### config.mk
export PLATFORM = sky130hd
export DESIGN_NAME = linear_layer_srl_fifo_mc
export DESIGN_NICKNAME = d
export VERILOG_FILES = /design/src/rtl/linear_layer_fifo_pkg.sv /design/src/rtl/linear_layer_srl_store.sv /design/src/rtl/linear_layer_srl_fifo_mc.sv
export SDC_FILE = /design/constraint.sdc
export NUM_CORES = 1
export LEC_CHECK = 0
export BUFFER_PORTS_ARGS = -buffer_cell sky130_fd_sc_hd__buf_2
export CAP_MARGIN = 20
export CORE_MARGIN = 4
export CORE_UTILIZATION = 60
export DETAILED_ROUTE_END_ITERATION = 12
export PLACE_DENSITY = 0.9
export SYNTH_ARGS = -nofsm -noshare
export SYNTH_HDL_FRONTEND = slang
export SYNTH_SLANG_ARGS = --single-unit
### constraint.sdc
create_clock -name ap_clk -period 4.1 [get_ports ap_clk]
set_input_delay 0 -clock ap_clk [delete_from_list [all_inputs] [get_ports ap_clk]]
set_output_delay 0 -clock ap_clk [all_outputs]
set_load 0.05 [all_outputs]
### src/rtl/linear_layer_fifo_pkg.sv
// -----------------------------------------------------------------------------
// linear_layer_fifo_pkg
// Shared helpers and reset constants for the linear-layer SRL FIFO.
//   cnt_width(depth)  : bits needed to hold an occupancy of 0..depth
//   addr_width(depth) : bits needed to address depth entries (at least 1)
//   RST_*             : values the per-channel flag registers take in reset
// -----------------------------------------------------------------------------
package linear_layer_fifo_pkg;

  function automatic int cnt_width(input int depth);
    return $clog2(depth + 1);
  endfunction

  function automatic int addr_width(input int depth);
    return (depth > 1) ? $clog2(depth) : 1;
  endfunction

  localparam logic RST_EMPTY_N      = 1'b0;
  localparam logic RST_FULL_N       = 1'b1;
  localparam logic RST_ALMOST_EMPTY = 1'b1;

endpackage

### src/rtl/linear_layer_srl_store.sv
// -----------------------------------------------------------------------------
// linear_layer_srl_store
// One channel of shift-register storage. On we the contents shift up by one
// entry (i -> i+1) and din lands in entry 0. The read port is combinational.
// Ports:
//   clk  in   clock
//   we   in   shift enable (push)
//   addr in   read address (head = count-1)
//   din  in   entry written on push
//   dout out  entry at addr
// -----------------------------------------------------------------------------
module linear_layer_srl_store
  import linear_layer_fifo_pkg::*;
#(
  parameter int DATA_WIDTH = 8,
  parameter int DEPTH      = 4,
  parameter int ADDR_W     = addr_width(DEPTH)
) (
  input  logic                  clk,
  input  logic                  we,
  input  logic [ADDR_W-1:0]     addr,
  input  logic [DATA_WIDTH-1:0] din,
  output logic [DATA_WIDTH-1:0] dout
);

  logic [DATA_WIDTH-1:0] mem [DEPTH];

  // NOTE: the storage array has no reset on purpose; validity is tracked by
  // the occupancy counter, so resetting it would only cost flops and routing.
  // NOTE: non-blocking assignments make every entry read its neighbour's old
  // value, which is exactly the one-step shift we want.
  always_ff @(posedge clk) begin
    if (we) begin
      mem[0] <= din;
      for (int i = 1; i < DEPTH; i++) begin
        mem[i] <= mem[i-1];
      end
    end
  end

  assign dout = mem[addr];

endmodule

### src/rtl/linear_layer_srl_fifo_mc.sv
// -----------------------------------------------------------------------------
// linear_layer_srl_fifo_mc
// Multi-channel show-ahead shift-register FIFO. Each channel is independent:
// it owns an SRL store, an occupancy counter and registered full/empty flags.
// Optional almost-full/almost-empty flags are built when the macro
// SRL_FIFO_ALMOST_FLAGS_EN is defined.
// Ports (per channel c, data at [c*DATA_WIDTH +: DATA_WIDTH]):
//   ap_clk          in   clock
//   ap_rst_n        in   asynchronous active-low reset
//   if_write        in   write request
//   if_din          in   write data
//   if_full_n       out  channel can accept a write
//   if_read         in   read request
//   if_dout         out  head entry, 0 while empty
//   if_empty_n      out  head entry valid
//   if_almost_full  out  count >= DEPTH-AF_MARGIN   (macro only)
//   if_almost_empty out  count <= AE_MARGIN         (macro only)
//   if_count        out  occupancy 0..DEPTH, CNT_W bits per channel
// -----------------------------------------------------------------------------
module linear_layer_srl_fifo_mc
  import linear_layer_fifo_pkg::*;
#(
  parameter int DATA_WIDTH = 8,
  parameter int DEPTH      = 4,
  parameter int NUM_CH     = 2,
  parameter int AF_MARGIN  = 1,
  parameter int AE_MARGIN  = 1,
  localparam int CNT_W     = cnt_width(DEPTH)
) (
  input  logic                         ap_clk,
  input  logic                         ap_rst_n,
  input  logic [NUM_CH-1:0]            if_write,
  input  logic [NUM_CH*DATA_WIDTH-1:0] if_din,
  output logic [NUM_CH-1:0]            if_full_n,
  input  logic [NUM_CH-1:0]            if_read,
  output logic [NUM_CH*DATA_WIDTH-1:0] if_dout,
  output logic [NUM_CH-1:0]            if_empty_n,
`ifdef SRL_FIFO_ALMOST_FLAGS_EN
  output logic [NUM_CH-1:0]            if_almost_full,
  output logic [NUM_CH-1:0]            if_almost_empty,
`endif
  output logic [NUM_CH*CNT_W-1:0]      if_count
);

  localparam int ADDR_W = addr_width(DEPTH);

  // Elaboration-time sanity check on the configuration.
  if (DATA_WIDTH < 1 || DEPTH < 1 || NUM_CH < 1 || AF_MARGIN < 0 || AE_MARGIN < 0)
  begin : g_param_check
    $error("linear_layer_srl_fifo_mc: illegal parameter combination");
  end

  for (genvar c = 0; c < NUM_CH; c++) begin : g_ch
    logic [CNT_W-1:0]      count_q;
    logic [CNT_W-1:0]      count_next;
    logic [CNT_W-1:0]      head;
    logic [ADDR_W-1:0]     addr;
    logic                  full_n_q;
    logic                  empty_n_q;
    logic                  push;
    logic                  pop;
    logic [DATA_WIDTH-1:0] store_dout;

    // Accept only against the registered flags, so a write while full or a
    // read while empty is dropped even if the other side moves this cycle.
    assign push = if_write[c] & full_n_q;
    assign pop  = if_read[c]  & empty_n_q;

    // NOTE: count_next is defaulted first so no path leaves it unassigned,
    // which would otherwise infer a latch.
    always_comb begin
      count_next = count_q;
      if (push && !pop) begin
        count_next = count_q + CNT_W'(1);
      end else if (pop && !push) begin
        count_next = count_q - CNT_W'(1);
      end
    end

    // While empty the head would wrap; pin it to 0 so it stays in range
    // (the output is gated to 0 then anyway).
    assign head = count_q - CNT_W'(1);
    assign addr = empty_n_q ? head[ADDR_W-1:0] : '0;

    always_ff @(posedge ap_clk or negedge ap_rst_n) begin
      if (!ap_rst_n) begin
        count_q   <= '0;
        full_n_q  <= RST_FULL_N;
        empty_n_q <= RST_EMPTY_N;
      end else begin
        count_q   <= count_next;
        full_n_q  <= (count_next < CNT_W'(DEPTH));
        empty_n_q <= (count_next != '0);
      end
    end

    linear_layer_srl_store #(
      .DATA_WIDTH (DATA_WIDTH),
      .DEPTH      (DEPTH),
      .ADDR_W     (ADDR_W)
    ) u_store (
      .clk  (ap_clk),
      .we   (push),
      .addr (addr),
      .din  (if_din[c*DATA_WIDTH +: DATA_WIDTH]),
      .dout (store_dout)
    );

    assign if_full_n[c]                          = full_n_q;
    assign if_empty_n[c]                         = empty_n_q;
    assign if_count[c*CNT_W +: CNT_W]            = count_q;
    assign if_dout[c*DATA_WIDTH +: DATA_WIDTH]   = empty_n_q ? store_dout : '0;

`ifdef SRL_FIFO_ALMOST_FLAGS_EN
    logic almost_full_q;
    logic almost_empty_q;

    // Margins are compared in int so a margin >= DEPTH saturates cleanly.
    always_ff @(posedge ap_clk or negedge ap_rst_n) begin
      if (!ap_rst_n) begin
        almost_full_q  <= (DEPTH <= AF_MARGIN);
        almost_empty_q <= RST_ALMOST_EMPTY;
      end else begin
        almost_full_q  <= (int'(count_next) + AF_MARGIN >= DEPTH);
        almost_empty_q <= (int'(count_next) <= AE_MARGIN);
      end
    end

    assign if_almost_full[c]  = almost_full_q;
    assign if_almost_empty[c] = almost_empty_q;
`endif
  end

endmodule

Word level (Yosys, flattened, before mapping)

Memory sizes are Yosys's and may differ from the RTL's.
Index checks and enable logic that the tools add are counted.

Add/subtract/negate cells: 4
$mul: 0
Divide/modulo/power cells: 0
$lt $le $gt $ge: 2
Equal/unequal tests: 0
Shift operators: 0
Mux-type cells: 12
Bitwise logic cells: 4
Reduce and logical (&&, ||, !) cells: 10

Operators by type and width:

| kind                                                                | count |
|---|---|
| 8-bit 2-to-1 mux                                                    | 2 |
| 3-bit 2-to-1 mux                                                    | 4 |
| 3-bit by 1-bit adder with 3-bit output (second input constant)      | 2 |
| 3-bit less-than comparator (second input constant)                  | 2 |
| 3-bit nonzero test                                                  | 2 |
| 3-bit by 1-bit subtractor with 3-bit output (second input constant) | 2 |
| 1-bit bitwise AND                                                   | 4 |
| 1-bit logical AND                                                   | 4 |
| 1-bit zero test                                                     | 4 |
| 1-bit 2-to-1 mux                                                    | 4 |
| 2-bit 2-to-1 mux                                                    | 2 |

Flip-flop bits (word level): 10
Latch bits: 0
Memory bits (writable): 64
Bits in read-only memories: 0
Output and inout port bits: 26
Logic and storage cells: 40
Memories: 2

Memories:

| name                | depth | bits a word | read ports | clocked after memory_dff | write ports | line                         | text |
|---|---|---|---|---|---|---|---|
| g_ch[0].u_store.mem | 4     | 8           | 4          | 0                        | 4           | linear_layer_srl_store.sv:26 | `logic [DATA_WIDTH-1:0] mem [DEPTH];` |
| g_ch[1].u_store.mem | 4     | 8           | 4          | 0                        | 4           | linear_layer_srl_store.sv:26 |  |

Logic depth before layout (Yosys ltp)

Word-level depth: 6
Mapped depth: 7

By module

A second synthesis with hierarchy kept.

Cell total of the unflattened synthesis: 174
Area, all modules: 3080.5 um2

By module, submodules not included:

| module                   | times used | cells an instance | area an instance (um2) | sequential area each (um2) |
|---|---|---|---|---|
| linear_layer_srl_store   | 2          | 42                | 1157.4                 | 960.9 |
| linear_layer_srl_fifo_mc | 1          | 90                | 765.7                  | 252.7 |

Least setup slack after synthesis

Ideal clock, no wire load.

Path kind: flip-flop to output port
Start point: reg g_ch[0].count_q[0]
End point: out if_dout[2]
Arrival time: 2.098 ns
Path slack: 2.002 ns
Cell stages (with the launch flop): 7
Path through: dfrtp_1 buf_6 inv_1 ha_1 buf_2 mux4_2 and2_1

Cells in the longest elaborated chain, start to end: 4

Ends and longest elaborated chain:

| element                                     | line                            | text |
|---|---|---|
| start, declared                             | linear_layer_srl_fifo_mc.sv:54  | `logic [CNT_W-1:0] count_q;` |
| start signal, assigned                      | linear_layer_srl_fifo_mc.sv:91  | `count_q <= count_next;` |
| 3-bit by 1-bit subtractor with 3-bit output | linear_layer_srl_fifo_mc.sv:82  | `assign head = count_q - CNT_W'(1);` |
| 2-bit 2-to-1 mux                            | linear_layer_srl_fifo_mc.sv:83  | `assign addr = empty_n_q ? head[ADDR_W-1:0] : '0;` |
| memory read 4 x 8 bit                       | -                               |  |
| 8-bit 2-to-1 mux                            | linear_layer_srl_fifo_mc.sv:112 | `assign if_dout[c*DATA_WIDTH +: DATA_WIDTH] = empty_n_q ? store_dout : '0;` |
| end, declared                               | linear_layer_srl_fifo_mc.sv:36  | `output logic [NUM_CH*DATA_WIDTH-1:0] if_dout,` |

No other way between the ends.

Worst setup path in the final report

Start point: reg g_ch[1].count_q[0]
End point: out if_dout[9]

Cells in the longest elaborated chain, start to end: 4

Ends and longest elaborated chain:

| element                                     | line |
|---|---|
| start, declared                             | linear_layer_srl_fifo_mc.sv:54 |
| start signal, assigned                      | linear_layer_srl_fifo_mc.sv:91 |
| 3-bit by 1-bit subtractor with 3-bit output | linear_layer_srl_fifo_mc.sv:82 |
| 2-bit 2-to-1 mux                            | linear_layer_srl_fifo_mc.sv:83 |
| memory read 4 x 8 bit                       | - |
| 8-bit 2-to-1 mux                            | linear_layer_srl_fifo_mc.sv:112 |

No other way between the ends.

==> results.md <==
Outcome:
- The flow ran to the end, and the final reports show no timing, DRC or antenna violations.

STA:
- Setup repair after global routing left no endpoint under its margin.
- The final number of max-transition violations is 0.
- The final-report hold violation count is 0.
- Static timing analysis puts the maximum clock frequency at 0.380 GHz.
- The final worst-path cycle share is 64.3%.
- Clock skew on the completed layout was measured at 0.00876 ns.
- The smallest clock period supported by the final layout is computed as 2.63 ns.
- The measured slew at the worst slew-check pin is 0.686 ns.
- The relative max-transition margin is 54.3%.
- The sum of negative setup slack is 0 ns.
- The final setup violation count is 0.

Synthesis:
- The cell count after synthesis came out at 167.
- Counting flops with an async set or reset pin after synthesis yields a share of 13.5%.
- During synthesis, Yosys emitted a total of 0 warnings.
- The most used flip-flop cell after synthesis is sky130_fd_sc_hd__edfxtp_1.
- Synthesis produced a netlist with a net count of 193.
- Summing every instance area after synthesis gives 3040 sq um.
- The count of unique library cells instantiated by Yosys is 27.
- The count of flip-flops with a built-in enable after synthesis is 64.
- In this run the mean area of a mapped cell was 18.2 sq um.
- The post-synthesis register bit count is 74.
- The share of the Yosys chip area taken by registers is 71.6%.

Global route:
- The number of antenna violations at the first check in global routing came to 0.
- The first-pass GRT wire length is 9.04 mm.
- After global routing the overflow that remains totals 0.
- Global routing consumed, over all layers together, 19.7% of the routing resources.
- The via count of the first global-routing pass is 1780.
- The maximum number of pins on one net before global-route repair is 33.

Finish:
- The sequential cell area is 2170 sq um.
- The net count of the finished layout is 261.
- The area growth from synthesis to layout is 21.5%.
- The total inserted antenna cells is 0.
- The area of combinational cells with multiple inputs is 768 sq um.
- Of the cells placed in the final design, the portion with a size suffix greater than 1 is 32.5%.
- The number of filler instances in the final layout is 293.
- The final cell count without fillers is 307.

Routing:
- In the routed design, unresolved DRC markers number 0.
- The first-iteration detailed-routing DRC count is 106.
- The number of nets with antenna violations after detailed routing is 0.
- In the final routed layout, each cell accounts on average for 17.3 um.
- The detailed-router iteration count before antenna repair is 4.
- The total routed wirelength is 5.32 mm.
- Summing over every cut layer, the via total after detailed routing is 1672.
- The post-detailed-route via-to-cell ratio is 5.45.

Floorplan:
- The initial utilization of the core area, before any placement, comes to 63.1%.
- The core area is 4820 sq um.
- The full die area is 6270 sq um.
- Measured along the y axis, the die boundary spans 79.2 um.
- The horizontal extent of the die is 79.2 um.
- The number of top-level design ports is 48.
- The floorplan has 25 rows.

CTS:
- The post-cts hold buffer count is 17.
- The number of buffers inserted during clock tree synthesis is 9.
- The TritonCTS sink count is 74.
- Clock latency on the worst-skew pair, taken at its later pin, is 0.34 ns.
- The clock transition at the registers of the reported paths is 0.07 ns.
- The root buffer selected by CTS is sky130_fd_sc_hd__clkbuf_8.
- TritonCTS built the clock tree.
- The post-cts resize count is 0.
- The H-tree level count is 3.
- The clock passes through at most 2 buffers.
- Buffers added to address setup during post-CTS repair amount to 0.

Critical path:
- The start-to-end type of the worst setup path is reg -> out.
- The nature of the critical path endpoint is an output pin.
- The largest individual stage delay along the critical path comes from the cell sky130_fd_sc_hd__dfrtp_1.
- The critical path goes through inv_1 > ha_1 > mux4_2 > and2_1 > buf_2.
- At the worst endpoint, the required time is 4.10 ns.
- In this run the worst path has a maximum fanout of 14.
- The startpoint type of the worst setup path is a flip-flop.
- At the worst endpoint, the arrival time is 2.63 ns.
- The biggest cell delay along the critical path is 0.77 ns.

Placed design:
- The weighted congestion reported at the end of routability-driven placement is 0.758.
- The number of placed cells counting well taps is 273.
- The count of port buffers added during placement is 47.
- Detailed placement ended at an HPWL of 3.34 mm.

Flow run:
- The max capacitance violation total is 0.

Hold path:
- The tightest min-delay check is of the in -> reg type.
## through the flow
step           instance area [sq um]  util (%)  worst slack [ns]  hold WS [ns]
2_1_floorplan                   3040         -              2.00        -0.296
3_3_place_gp                    3290      68.3              1.87        -0.130
3_5_place_dp                    3320      68.9              1.78        -0.130
4_1_cts                         3660      76.1              1.39        0.0231
5_1_grt                         3690      76.6              1.27        0.0443
6_report                        3690      76.6              1.47        0.0432
## final cells by class
type | instances | area share (%)
clock buffer | 13 | 4.34
clock inverter | 3 | 0.407
inverter | 8 | 0.813
multi-input combinational | 76 | 20.8
sequential | 74 | 58.9
tap | 67 | 2.27
timing repair buffer | 66 | 12.5
## per-layer routing
layer  vias to the layer above  GRT usage (%)  share of wire (%)
li1                        774              -                  -
met1                       812           25.8                 40
met2                        68           30.6                 50
met3                        18           4.76                6.3
met4                         0           10.8                3.0
met5                         -              0                  0
## registers in the layout, indices dropped and copies added (netlist names)
signal and flops:
g_ch.u_store.mem 64, g_ch.count_q 6, g_ch.empty_n_q 2, g_ch.full_n_q 2
## synth_stat cells, drive strengths merged, types with 2 or more instances
library cell | count | area (sq um)
and2 | 16 | 100
a21boi | 2 | 15.0
mux4 | 16 | 372
buf | 8 | 62.6
inv | 8 | 30.0
o22ai | 2 | 12.5
dfstp | 2 | 52.6
nand2 | 7 | 26.3
xnor2 | 4 | 35.0
xor2 | 3 | 26.3
edfxtp | 64 | 1920
nand3 | 5 | 25.0
mux2i | 3 | 30.0
ha | 4 | 50.1
o21ai | 6 | 30.0
dfrtp | 8 | 200
a21oi | 2 | 10.0
## placed cells by master, fill, tap and decap left out, drive strengths merged, types with 2 or more instances in the layout
cell,count
a21boi,2
a21oi,2
and2,16
buf,49
clkbuf,13
clkinv,3
dfrtp,8
dfstp,2
dlygate4sd3,17
edfxtp,64
ha,4
inv,8
mux2i,3
mux4,16
nand2,7
nand3,5
o21ai,6
o22ai,2
xnor2,4
xor2,3
## final timing paths
check	slack (ns)	start	cells after the start	to
setup / recovery	1.47	g_ch[1].count_q[0]	5	if_dout[9]
hold / removal	0.04	if_read[0]	3	g_ch[0].full_n_q
setup reg to reg	1.92	g_ch[1].count_q[0]	5	g_ch[1].empty_n_q
hold reg to reg	0.44	g_ch[1].u_store.mem[1][7]	0	g_ch[1].u_store.mem[2][7]
max in group asynchronous	3.80	ap_rst_n	2	g_ch[0].full_n_q
min in group asynchronous	0.05	ap_rst_n	2	g_ch[1].count_q[0]
## worst max-delay path: cells and delay by family, from the launching register on
family        cells  cell delay [ns]
buf+inv           2             0.39
flops             1             0.77
simple gates      1             0.18
mux               1             0.37
fa+ha+maj         1             0.59
## logic make-up after synthesis
family / after synthesis / share of synthesized area, %
simple gates: 33 / 5.93
flops: 74 / 71.6
xor+xnor: 7 / 2.02
compound gates: 13 / 2.47
mux: 19 / 13.2
buf+inv: 17 / 3.17
fa+ha+maj: 4 / 1.65
Power is left out: the tool's default activity adds up to more than one toggle a clock period on the data nets, which glitch-free logic cannot reach.
